<file path="config.mk">
export PLATFORM = sky130hd
export DESIGN_NAME = level_map_gen
export DESIGN_NICKNAME = d
export VERILOG_FILES = /design/src/rtl/level_map_gen.sv
export SDC_FILE = /design/constraint.sdc
export NUM_CORES = 2
export LEC_CHECK = 0
export CORE_MARGIN = 10
export CORE_UTILIZATION = 55
export DETAILED_ROUTE_END_ITERATION = 7
export MAX_ROUTING_LAYER = met4
export PLACE_DENSITY_LB_ADDON = 0.08
export SLEW_MARGIN = 10
export SYNTH_ARGS = -nofsm -noshare
export SYNTH_HDL_FRONTEND = slang
export SYNTH_SLANG_ARGS = --single-unit
</file>
<file path="constraint.sdc">
create_clock -name clk -period 8.7 [get_ports clk]
set_clock_uncertainty 0.15 [all_clocks]
set_input_delay 1.305 -clock clk [delete_from_list [all_inputs] [get_ports clk]]
set_output_delay 1.305 -clock clk [all_outputs]
set_load 0.05 [all_outputs]
</file>
<file path="src/rtl/level_map_gen.sv">
// level_map_gen: LFSR-driven COLS x ROWS safe-tile map generator with registered pixel lookup.
// Build macro SAFE_BORDER_EN forces every border tile safe during generation.
module level_map_gen #(
    parameter int SCREEN_WIDTH  = 400,
    parameter int SCREEN_HEIGHT = 600,
    parameter int BLOCK_SIZE    = 20,
    parameter int RAND_WIDTH    = 8,
    parameter int P_NONE        = 64,
    parameter int P_SOME        = 77,
    parameter int P_UPLEFT      = 128,
    parameter int P_ALL         = 26
) (
    input  logic                                  clk,
    input  logic                                  arst_n,
    input  logic                                  i_regenerate,
    input  logic [15:0]                           i_seed,
    output logic                                  o_busy,
    output logic                                  o_done,
    input  logic [$clog2(SCREEN_WIDTH)-1:0]       i_x,
    input  logic [$clog2(SCREEN_HEIGHT)-1:0]      i_y,
    output logic                                  o_is_safe,
    output logic [$clog2(SCREEN_WIDTH/BLOCK_SIZE*(SCREEN_HEIGHT/BLOCK_SIZE)+1)-1:0] o_safe_count
);
    localparam int COLS = SCREEN_WIDTH / BLOCK_SIZE;
    localparam int ROWS = SCREEN_HEIGHT / BLOCK_SIZE;
    localparam int N    = COLS * ROWS;
    localparam int CW   = (COLS > 1) ? $clog2(COLS) : 1;
    localparam int RW   = (ROWS > 1) ? $clog2(ROWS) : 1;
    localparam int XW   = $clog2(SCREEN_WIDTH);
    localparam int YW   = $clog2(SCREEN_HEIGHT);
    localparam int SCW  = $clog2(N + 1);
    localparam int TW   = RAND_WIDTH + 1;

    localparam logic [15:0] LFSR_RESET = 16'hACE1;
    localparam logic [15:0] LFSR_TAPS  = 16'hB400;

    typedef enum logic {IDLE, GEN} state_e;

    state_e          state_q;
    logic [CW-1:0]   col_q;
    logic [RW-1:0]   row_q;
    logic [15:0]     lfsr_q;
    logic [COLS-1:0] map_q [ROWS];
    logic [SCW-1:0]  cnt_q;
    logic            done_q;
    logic            safe_q;

    logic            nb_up, nb_left, nb_ul, border, tile_d, last_tile, lookup_d;
    logic [RW-1:0]   up_row;
    logic [CW-1:0]   left_col;
    logic [TW-1:0]   thr;
    logic [15:0]     lfsr_d;
    logic [XW-1:0]   lk_col;
    logic [YW-1:0]   lk_row;

    assign up_row    = row_q - 1'b1;
    assign left_col  = col_q - 1'b1;
    assign nb_up     = (row_q != '0) && map_q[up_row][col_q];
    assign nb_left   = (col_q != '0) && map_q[row_q][left_col];
    assign nb_ul     = (row_q != '0) && (col_q != '0) && map_q[up_row][left_col];
    assign last_tile = (col_q == CW'(COLS - 1)) && (row_q == RW'(ROWS - 1));
    assign lfsr_d    = lfsr_q[0] ? ((lfsr_q >> 1) ^ LFSR_TAPS) : (lfsr_q >> 1);

`ifdef SAFE_BORDER_EN
    assign border = (row_q == '0) || (row_q == RW'(ROWS - 1)) ||
                    (col_q == '0) || (col_q == CW'(COLS - 1));
`else
    assign border = 1'b0;
`endif

    // NOTE: every always_comb output gets a default first so no path can infer a latch.
    always_comb begin
        thr = TW'(P_SOME);
        if (nb_up && nb_left && nb_ul)
            thr = TW'(P_ALL);
        else if (nb_up && nb_left)
            thr = TW'(P_UPLEFT);
        else if (!nb_up && !nb_left && !nb_ul)
            thr = TW'(P_NONE);
        tile_d = border || ({1'b0, lfsr_q[RAND_WIDTH-1:0]} < thr);
    end

    assign lk_col = i_x / XW'(BLOCK_SIZE);
    assign lk_row = i_y / YW'(BLOCK_SIZE);

    always_comb begin
        lookup_d = 1'b0;
        if ((32'(lk_col) < COLS) && (32'(lk_row) < ROWS) && (state_q == IDLE))
            lookup_d = map_q[RW'(lk_row)][CW'(lk_col)];
    end

    always_ff @(posedge clk) begin
        if (!arst_n) begin
            state_q <= IDLE;
            col_q   <= '0;
            row_q   <= '0;
            lfsr_q  <= LFSR_RESET;
            cnt_q   <= '0;
            done_q  <= 1'b0;
            safe_q  <= 1'b0;
            // NOTE: the map is flop-based, so it can be cleared here; a RAM-backed map could not be.
            for (int r = 0; r < ROWS; r++)
                map_q[r] <= '0;
        end else begin
            done_q <= 1'b0;
            safe_q <= lookup_d;
            if (i_regenerate) begin
                state_q <= GEN;
                col_q   <= '0;
                row_q   <= '0;
                cnt_q   <= '0;
                lfsr_q  <= (i_seed == 16'h0) ? LFSR_RESET : i_seed;
            end else if (state_q == GEN) begin
                map_q[row_q][col_q] <= tile_d;
                cnt_q  <= cnt_q + SCW'(tile_d);
                lfsr_q <= lfsr_d;
                if (last_tile) begin
                    state_q <= IDLE;
                    done_q  <= 1'b1;
                    col_q   <= '0;
                    row_q   <= '0;
                end else if (col_q == CW'(COLS - 1)) begin
                    col_q <= '0;
                    row_q <= row_q + 1'b1;
                end else begin
                    col_q <= col_q + 1'b1;
                end
            end
        end
    end

    assign o_busy       = (state_q == GEN);
    assign o_done       = done_q;
    assign o_is_safe    = safe_q;
    assign o_safe_count = cnt_q;

endmodule

</file>
* After elaboration in Yosys (flattened, before gate mapping) *
Memory sizes are Yosys's and may differ from the RTL's. A register that Yosys moved wholly into a read port is not among the register bits.
Cells that the tools add are included.

word-level totals
  memories = 1
  memory bits (writable) = 600
  latch bits = 0
  bits in registers = 39
  word-level logic and storage cells = 87
  bits in read-only memories = 0

memories
  name   words  width  read ports  clocked after memory_dff  write ports  line  source
  map_q  30     20     3           1                         30           43    logic [COLS-1:0] map_q [ROWS];

operators by class
  equal/unequal tests = 2
  reductions and logical operators = 25
  order comparisons = 7
  div/mod/pow operators = 2
  shifts and indexed selects = 0
  mux-type cells = 35
  multiply operators = 0
  bitwise gates (word level) = 3
  $add $sub $neg = 5

operators with widths
  kind                                                 number
  2-to-1 mux 16 bit                                    4
  2-to-1 mux 20 bit                                    3
  2-to-1 mux 5 bit                                     7
  binary-select mux 1 bit (select 5 bit)               4
  OR reduction 20 bit                                  1
  < comparator 5 x 6 -> 1 bit, second input constant   3
  2-to-1 mux 9 bit                                     2
  zero test 16 bit                                     1
  2-to-1 mux 1 bit                                     13
  logical AND 1 bit                                    12
  adder 10 x 1 -> 10 bit                               1
  adder 5 x 1 -> 5 bit, second input constant          2
  divider 10 x 5 -> 10 bit, second input constant      1
  equality test 5 bit, second input constant           2
  < comparator 10 x 5 -> 1 bit, second input constant  1
  nonzero test 5 bit                                   2
  subtractor 5 x 1 -> 5 bit, second input constant     2
  divider 9 x 5 -> 9 bit, second input constant        1
  < comparator 8 x 9 -> 1 bit                          1
  < comparator 9 x 5 -> 1 bit, second input constant   1
  demux 1 bit (select 5 bit)                           1
  >= comparator 5 x 1 -> 1 bit, second input constant  1
  2-to-1 mux 4 bit                                     1
  NOT 3 -> 4 bit                                       1
  6 further kinds                                      11

* Longest topological paths before layout *
An unclocked memory read counts as a cell.

  depth after elaboration = 13
  depth in mapped cells = 37
  gate-level depth less buffers = 27

* Least setup slack after synthesis *
OpenSTA, ideal clock, no wires.

  path kind = reg2reg
  start = reg row_q[0]
  end = reg cnt_q[8] (netlist: o_safe_count[8])
  cell stages (with the launch flop) = 37
  arrival time = 8156 ps
  setup slack = 323 ps
  clock period less this slack = 8377 ps
  path buffers = 11
  cells stage by stage = dfxtp_1 -> buf_2 -> buf_2 -> clkbuf_1 -> inv_1 -> ha_1 -> buf_2 -> buf_2 -> buf_1 -> clkbuf_1 -> mux4_2 -> mux4_2 -> mux2i_1 -> mux4_2 -> o31ai_1 -> nand4_1 -> or2_2 -> o21ai_1 -> ha_1 -> a21oi_1 -> nor2b_1 -> o21ai_0 -> nand2_1 -> a21oi_1 -> nor2b_1 -> clkbuf_1 -> or2_1 -> clkbuf_1 -> buf_4 -> buf_6 -> nor2_1 -> ha_1 -> ha_1 -> and3_1 -> nand2_1 -> or3_1 -> a21oi_1

between the ends
  word-level cells in the longest chain between the ends = 13
  elaborated cells on any way between the ends = 21
  classes of those cells = 2 x add/sub; 1 x order compare; 7 x mux; 10 x reduce/logical; 1 x memory

ends and longest elaborated chain
  item                                    line  source
  start: declaration                      41    logic [RW-1:0] row_q;
  start signal: assignment                124   row_q <= row_q + 1'b1;
  subtractor 5 x 1 -> 5 bit               56    assign up_row = row_q - 1'b1;
  memory (30 x 20 bit)                    --
  binary-select mux 1 bit (select 5 bit)  58    assign nb_up = (row_q != '0) && map_q[up_row][col_q];
  2-to-1 mux 1 bit (implied by the code)  58
  logical AND 1 bit                       58
  zero test 1 bit                         78    else if (!nb_up && !nb_left && !nb_ul)
  logical AND 1 bit (2 in a row)          78
  2-to-1 mux 4 bit                        78
  2-to-1 mux 9 bit                        76    else if (nb_up && nb_left)
  2-to-1 mux 9 bit *                      74    if (nb_up && nb_left && nb_ul)
  < comparator 8 x 9 -> 1 bit *           80    tile_d = border || ({1'b0, lfsr_q[RAND_WIDTH-1:0]} < thr);
  via tile_d                              48    logic nb_up, nb_left, nb_ul, border, tile_d, last_tile, lookup_d;
  adder 10 x 1 -> 10 bit *                115   cnt_q <= cnt_q + SCW'(tile_d);
  end signal: assignment                  115
  end: declaration                        44    logic [SCW-1:0] cnt_q;

Mark *: on every way through the listed nets, which the timed path passes. The rest lies on a longest branch. The select of a mux whose other input is x is not followed.
A chain may end at the register's enable or synchronous reset.

==> results.json <==
{
  "status": "finished, final reports clean",
  "r2r_cells": 18,
  "finalCriticalPeriod_ps": 7730,
  "port_buffers": 46,
  "place.gp.congestion": 0.998,
  "number_of_global_route_vias_before_repair": 39041,
  "tritoncts": "done",
  "setup_ws_ps": 969,
  "detailed_place_hpwl_mm": 120,
  "fin_hold_ws_ps": 367,
  "final-max-slew-violation-count": 0,
  "maxCapViolCount": 0,
  "worst_skew_pair.late_latency_ps": 670,
  "floorplan.initialDensity_pct": 55.4,
  "grt_pass1_wl_mm": 283,
  "grt.overflow.total": 0,
  "peakVddDrop_mv": 0.158,
  "initial_antenna_violation_count": 18,
  "setup_repair_after_global_routing_missed_its_margin": "no",
  "layout_commonest_cell": "sky130_fd_sc_hd__o21ai_0",
  "final_net_count": 4097,
  "report.final.hold_viol_count": 0,
  "detail-route-antenna-nets": 0,
  "post_drt_via_cell_ratio": 8.01,
  "cts_hold_buffers": 0,
  "crit_fanout": 55,
  "layout_worst_path_cycle_share_pct": 88.9,
  "cp_data_required_time_ps": 8920,
  "core.rowCount": 109,
  "finish.cell_count_without_fillers": 5292,
  "drc_errors": 0,
  "vias": 42396,
  "worstPathArrival_ps": 7950,
  "r2r_setup_slack_ps": 970,
  "clkTransAtPathRegs_ps": 60,
  "power_density_mw_per_mm2": 168,
  "synth_seq_area_share_pct": 41.0,
  "die-area_mm2": 0.101,
  "netSwitchingFraction_pct": 29.5,
  "fmax_ghz": 0.129,
  "setup_viol": 0,
  "tritoncts.num_buffers": 80,
  "yosys.cell_types.count": 81,
  "grt.total_usage_pct": 38.4,
  "syn_area_mm2": 0.0490,
  "grt_max_degree": 231,
  "finalWirelength_mm": 196,
  "place_ws_ps": 1160,
  "ctsRootBufferMaster": "sky130_fd_sc_hd__clkbuf_16",
  "worstSetupEndpoint": "map_q[23][17]",
  "die_x_um": 318,
  "critical_path.startpoint_type": "register",
  "io_pins": 51,
  "netlist.top_cell.by_area": "sky130_fd_sc_hd__edfxtp_1",
  "synth-edff-count": 640,
  "synth.top_cells.by_area": "sky130_fd_sc_hd__edfxtp_1 39%, sky130_fd_sc_hd__mux4_2 20%, sky130_fd_sc_hd__o21ai_0 6.6%",
  "postCtsResizedCells": 0,
  "min-delay-path-class": "reg2reg",
  "synth_top_area_share_pct": 39.2,
  "layout.area.seq_mm2": 0.0201,
  "routedWlPerCell_um": 37.0,
  "fin_setup_tns_ps": 0,
  "sequentialPowerShare_pct": 43.0,
  "htreeDepth": 3,
  "synth_flop_cell": "sky130_fd_sc_hd__edfxtp_1",
  "floorplan.core_area_mm2": 0.0884,
  "postCtsSetupBuffers": 0,
  "synth_seq_cells": 684,
  "postSynthCellCount": 4437,
  "place_inst": 5124,
  "detailedRoute.firstIterationViolations": 7277,
  "kind_of_end_point_of_the_critical_path": "register",
  "synthesized_area_divided_by_synthesized_cell_count_um2": 11.0,
  "internal-power_w": 0.00619,
  "maxSlewHeadroom_pct": 6.25,
  "worst_hold_path.num_cells": 2,
  "n_fill_cell": 7284,
  "synth.net_count": 4493,
  "number_of_buffers_on_the_longest_clock_path": 3,
  "fraction_of_layout_cells_with_a_size_suffix_above_1_pct": 23.5,
  "p_switching_w": 0.00259,
  "clkSinkCount": 684,
  "endpoint_of_the_lowest_slack_register_to_register_path": "map_q[23][17]",
  "worst_max_slew_pin_slew_ps": 1410,
  "timing.rr.start": "row_q[0]",
  "power_frac_clock_pct": 40.0,
  "static-leakage-power_nw": 15.4,
  "criticalPathCategory": "reg2reg",
  "combinationalPowerShare_pct": 17.0,
  "synth_async_reset_ratio_pct": 0,
  "top_library_cells_by_usage_in_the_layout_fill_and_taps_aside": "649 x sky130_fd_sc_hd__o21ai_0, 640 x sky130_fd_sc_hd__edfxtp_1, 436 x sky130_fd_sc_hd__nor4_1",
  "worst_setup_path_startpoint": "row_q[0]",
  "drt_first_pass_iters": 6,
  "multi_input_comb_area_mm2": 0.0262,
  "yosys_warnings": 0,
  "die_y_um": 318,
  "syn2layout_area_growth_pct": 6.90
}
flip-flops by register name, indices dropped and copies added, names as in the netlist, named ones only:
register      cells
map_q           640
lfsr_q           16
o_safe_count     10
col_q             5
row_q             5
o_busy            1
o_done            1
o_is_safe         1
metal layers:
metal  track usage [%]  share of wire (%)  vias up
li1                  -                  -    16861
met5                 -                  0        -
met4              15.1                4.6        0
met2              52.3                 42     3725
met3              15.6                 18      578
met1              50.7                 36    21232
final cells by class:
class	instances	share of cell area, %
clock inverter	35	0.629
timing repair buffer	196	3.47
multi-input combinational	3063	50.1
sequential	684	38.4
tap	1165	2.78
inverter	16	0.115
antenna	20	0.0956
clock buffer	113	4.42
cells in the mapped netlist (7+ instances only):
library cell	count
sky130_fd_sc_hd__nor2_1	112
sky130_fd_sc_hd__o21ai_0	649
sky130_fd_sc_hd__a211oi_1	9
sky130_fd_sc_hd__nor2b_1	22
sky130_fd_sc_hd__a211o_1	8
sky130_fd_sc_hd__clkbuf_1	515
sky130_fd_sc_hd__nand2b_1	21
sky130_fd_sc_hd__buf_1	50
sky130_fd_sc_hd__o21a_1	13
sky130_fd_sc_hd__nor3_2	149
sky130_fd_sc_hd__inv_1	14
sky130_fd_sc_hd__nor3_1	42
sky130_fd_sc_hd__or2_2	31
sky130_fd_sc_hd__o22ai_1	20
sky130_fd_sc_hd__a31oi_1	30
sky130_fd_sc_hd__xor2_1	12
sky130_fd_sc_hd__nand2_1	345
sky130_fd_sc_hd__a221oi_1	8
sky130_fd_sc_hd__a32oi_1	21
sky130_fd_sc_hd__buf_6	18
sky130_fd_sc_hd__o211a_1	7
sky130_fd_sc_hd__nand4_1	30
sky130_fd_sc_hd__xnor2_1	11
sky130_fd_sc_hd__nand3b_1	7
sky130_fd_sc_hd__mux4_2	428
sky130_fd_sc_hd__and3_1	16
sky130_fd_sc_hd__a22oi_1	16
sky130_fd_sc_hd__dfxtp_1	44
sky130_fd_sc_hd__o2111ai_1	23
sky130_fd_sc_hd__and2_1	16
sky130_fd_sc_hd__o32ai_1	8
sky130_fd_sc_hd__ha_1	18
sky130_fd_sc_hd__mux2i_1	196
sky130_fd_sc_hd__o221ai_1	11
sky130_fd_sc_hd__buf_2	87
sky130_fd_sc_hd__o211ai_1	18
sky130_fd_sc_hd__mux2_2	31
sky130_fd_sc_hd__a21oi_1	71
sky130_fd_sc_hd__nand3_1	126
sky130_fd_sc_hd__o31ai_1	13
sky130_fd_sc_hd__nor4_1	436
sky130_fd_sc_hd__edfxtp_1	640
how the worst min path moves through the flow:
stage | startpoint | endpoint | slack, ps
after floorplan | row_q[1] | register | 350
after global placement | o_safe_count[8] | o_safe_count[8] | 350
after detailed placement | o_safe_count[8] | o_safe_count[8] | 360
after CTS | o_safe_count[8] | o_safe_count[8] | 370
after global routing | o_safe_count[8] | o_safe_count[8] | 400
final | o_safe_count[8] | o_safe_count[8] | 370
power groups by stage:
| stage | clock [W] | sequential (W) | combinational [W] |
|---|---|---|---|
| 2_1_floorplan | 0 | 0.00381 | 0.000893 |
| 3_3_place_gp | 0 | 0.00384 | 0.00139 |
| 3_5_place_dp | 0 | 0.00384 | 0.00140 |
| 4_1_cts | 0.00349 | 0.00377 | 0.00141 |
| 5_1_grt | 0.00362 | 0.00379 | 0.00152 |
| 6_report | 0.00351 | 0.00378 | 0.00149 |
metrics by stage:
| step | instance area, um2 | power, W | util [%] |
|---|---|---|---|
| 2_1_floorplan | 49000 | 0.00470 | - |
| 3_3_place_gp | 49700 | 0.00523 | 56.2 |
| 3_5_place_dp | 49700 | 0.00524 | 56.2 |
| 4_1_cts | 52300 | 0.00867 | 59.2 |
| 5_1_grt | 52300 | 0.00893 | 59.2 |
| 6_report | 52400 | 0.00878 | 59.2 |
cell families (layout without fill, tap and decap cells):
kind of cell / after synthesis / count (layout) / synth area share (%)
and+or+nand+nor: 1382 / 1382 / 16.2
AOI/OAI and AO/OA: 984 / 984 / 11.7
buffers and inverters: 690 / 360 / 5.82
DFF: 684 / 684 / 41.0
muxes: 655 / 655 / 24.4
xor gates and xnor gates: 23 / 23 / 0.411
adders and majority gates: 19 / 19 / 0.480
other: 0 / 20 / 0
critical path, stage by stage (launching register included):
cell,delay (ps)
sky130_fd_sc_hd__dfxtp_4,640
sky130_fd_sc_hd__inv_1,190
sky130_fd_sc_hd__ha_4,810
sky130_fd_sc_hd__buf_12,360
sky130_fd_sc_hd__mux4_2,250
sky130_fd_sc_hd__mux2i_1,130
sky130_fd_sc_hd__mux2_2,370
sky130_fd_sc_hd__mux2_2,350
sky130_fd_sc_hd__mux4_2,470
sky130_fd_sc_hd__mux4_2,500
sky130_fd_sc_hd__a21oi_1,490
sky130_fd_sc_hd__nand2_1,170
sky130_fd_sc_hd__ha_1,330
sky130_fd_sc_hd__nand4b_1,110
sky130_fd_sc_hd__nor2_1,150
sky130_fd_sc_hd__o21a_4,460
sky130_fd_sc_hd__or2_4,400
sky130_fd_sc_hd__buf_4,760
sky130_fd_sc_hd__nor3_1,130
Power figures use the tool's default switching activity.
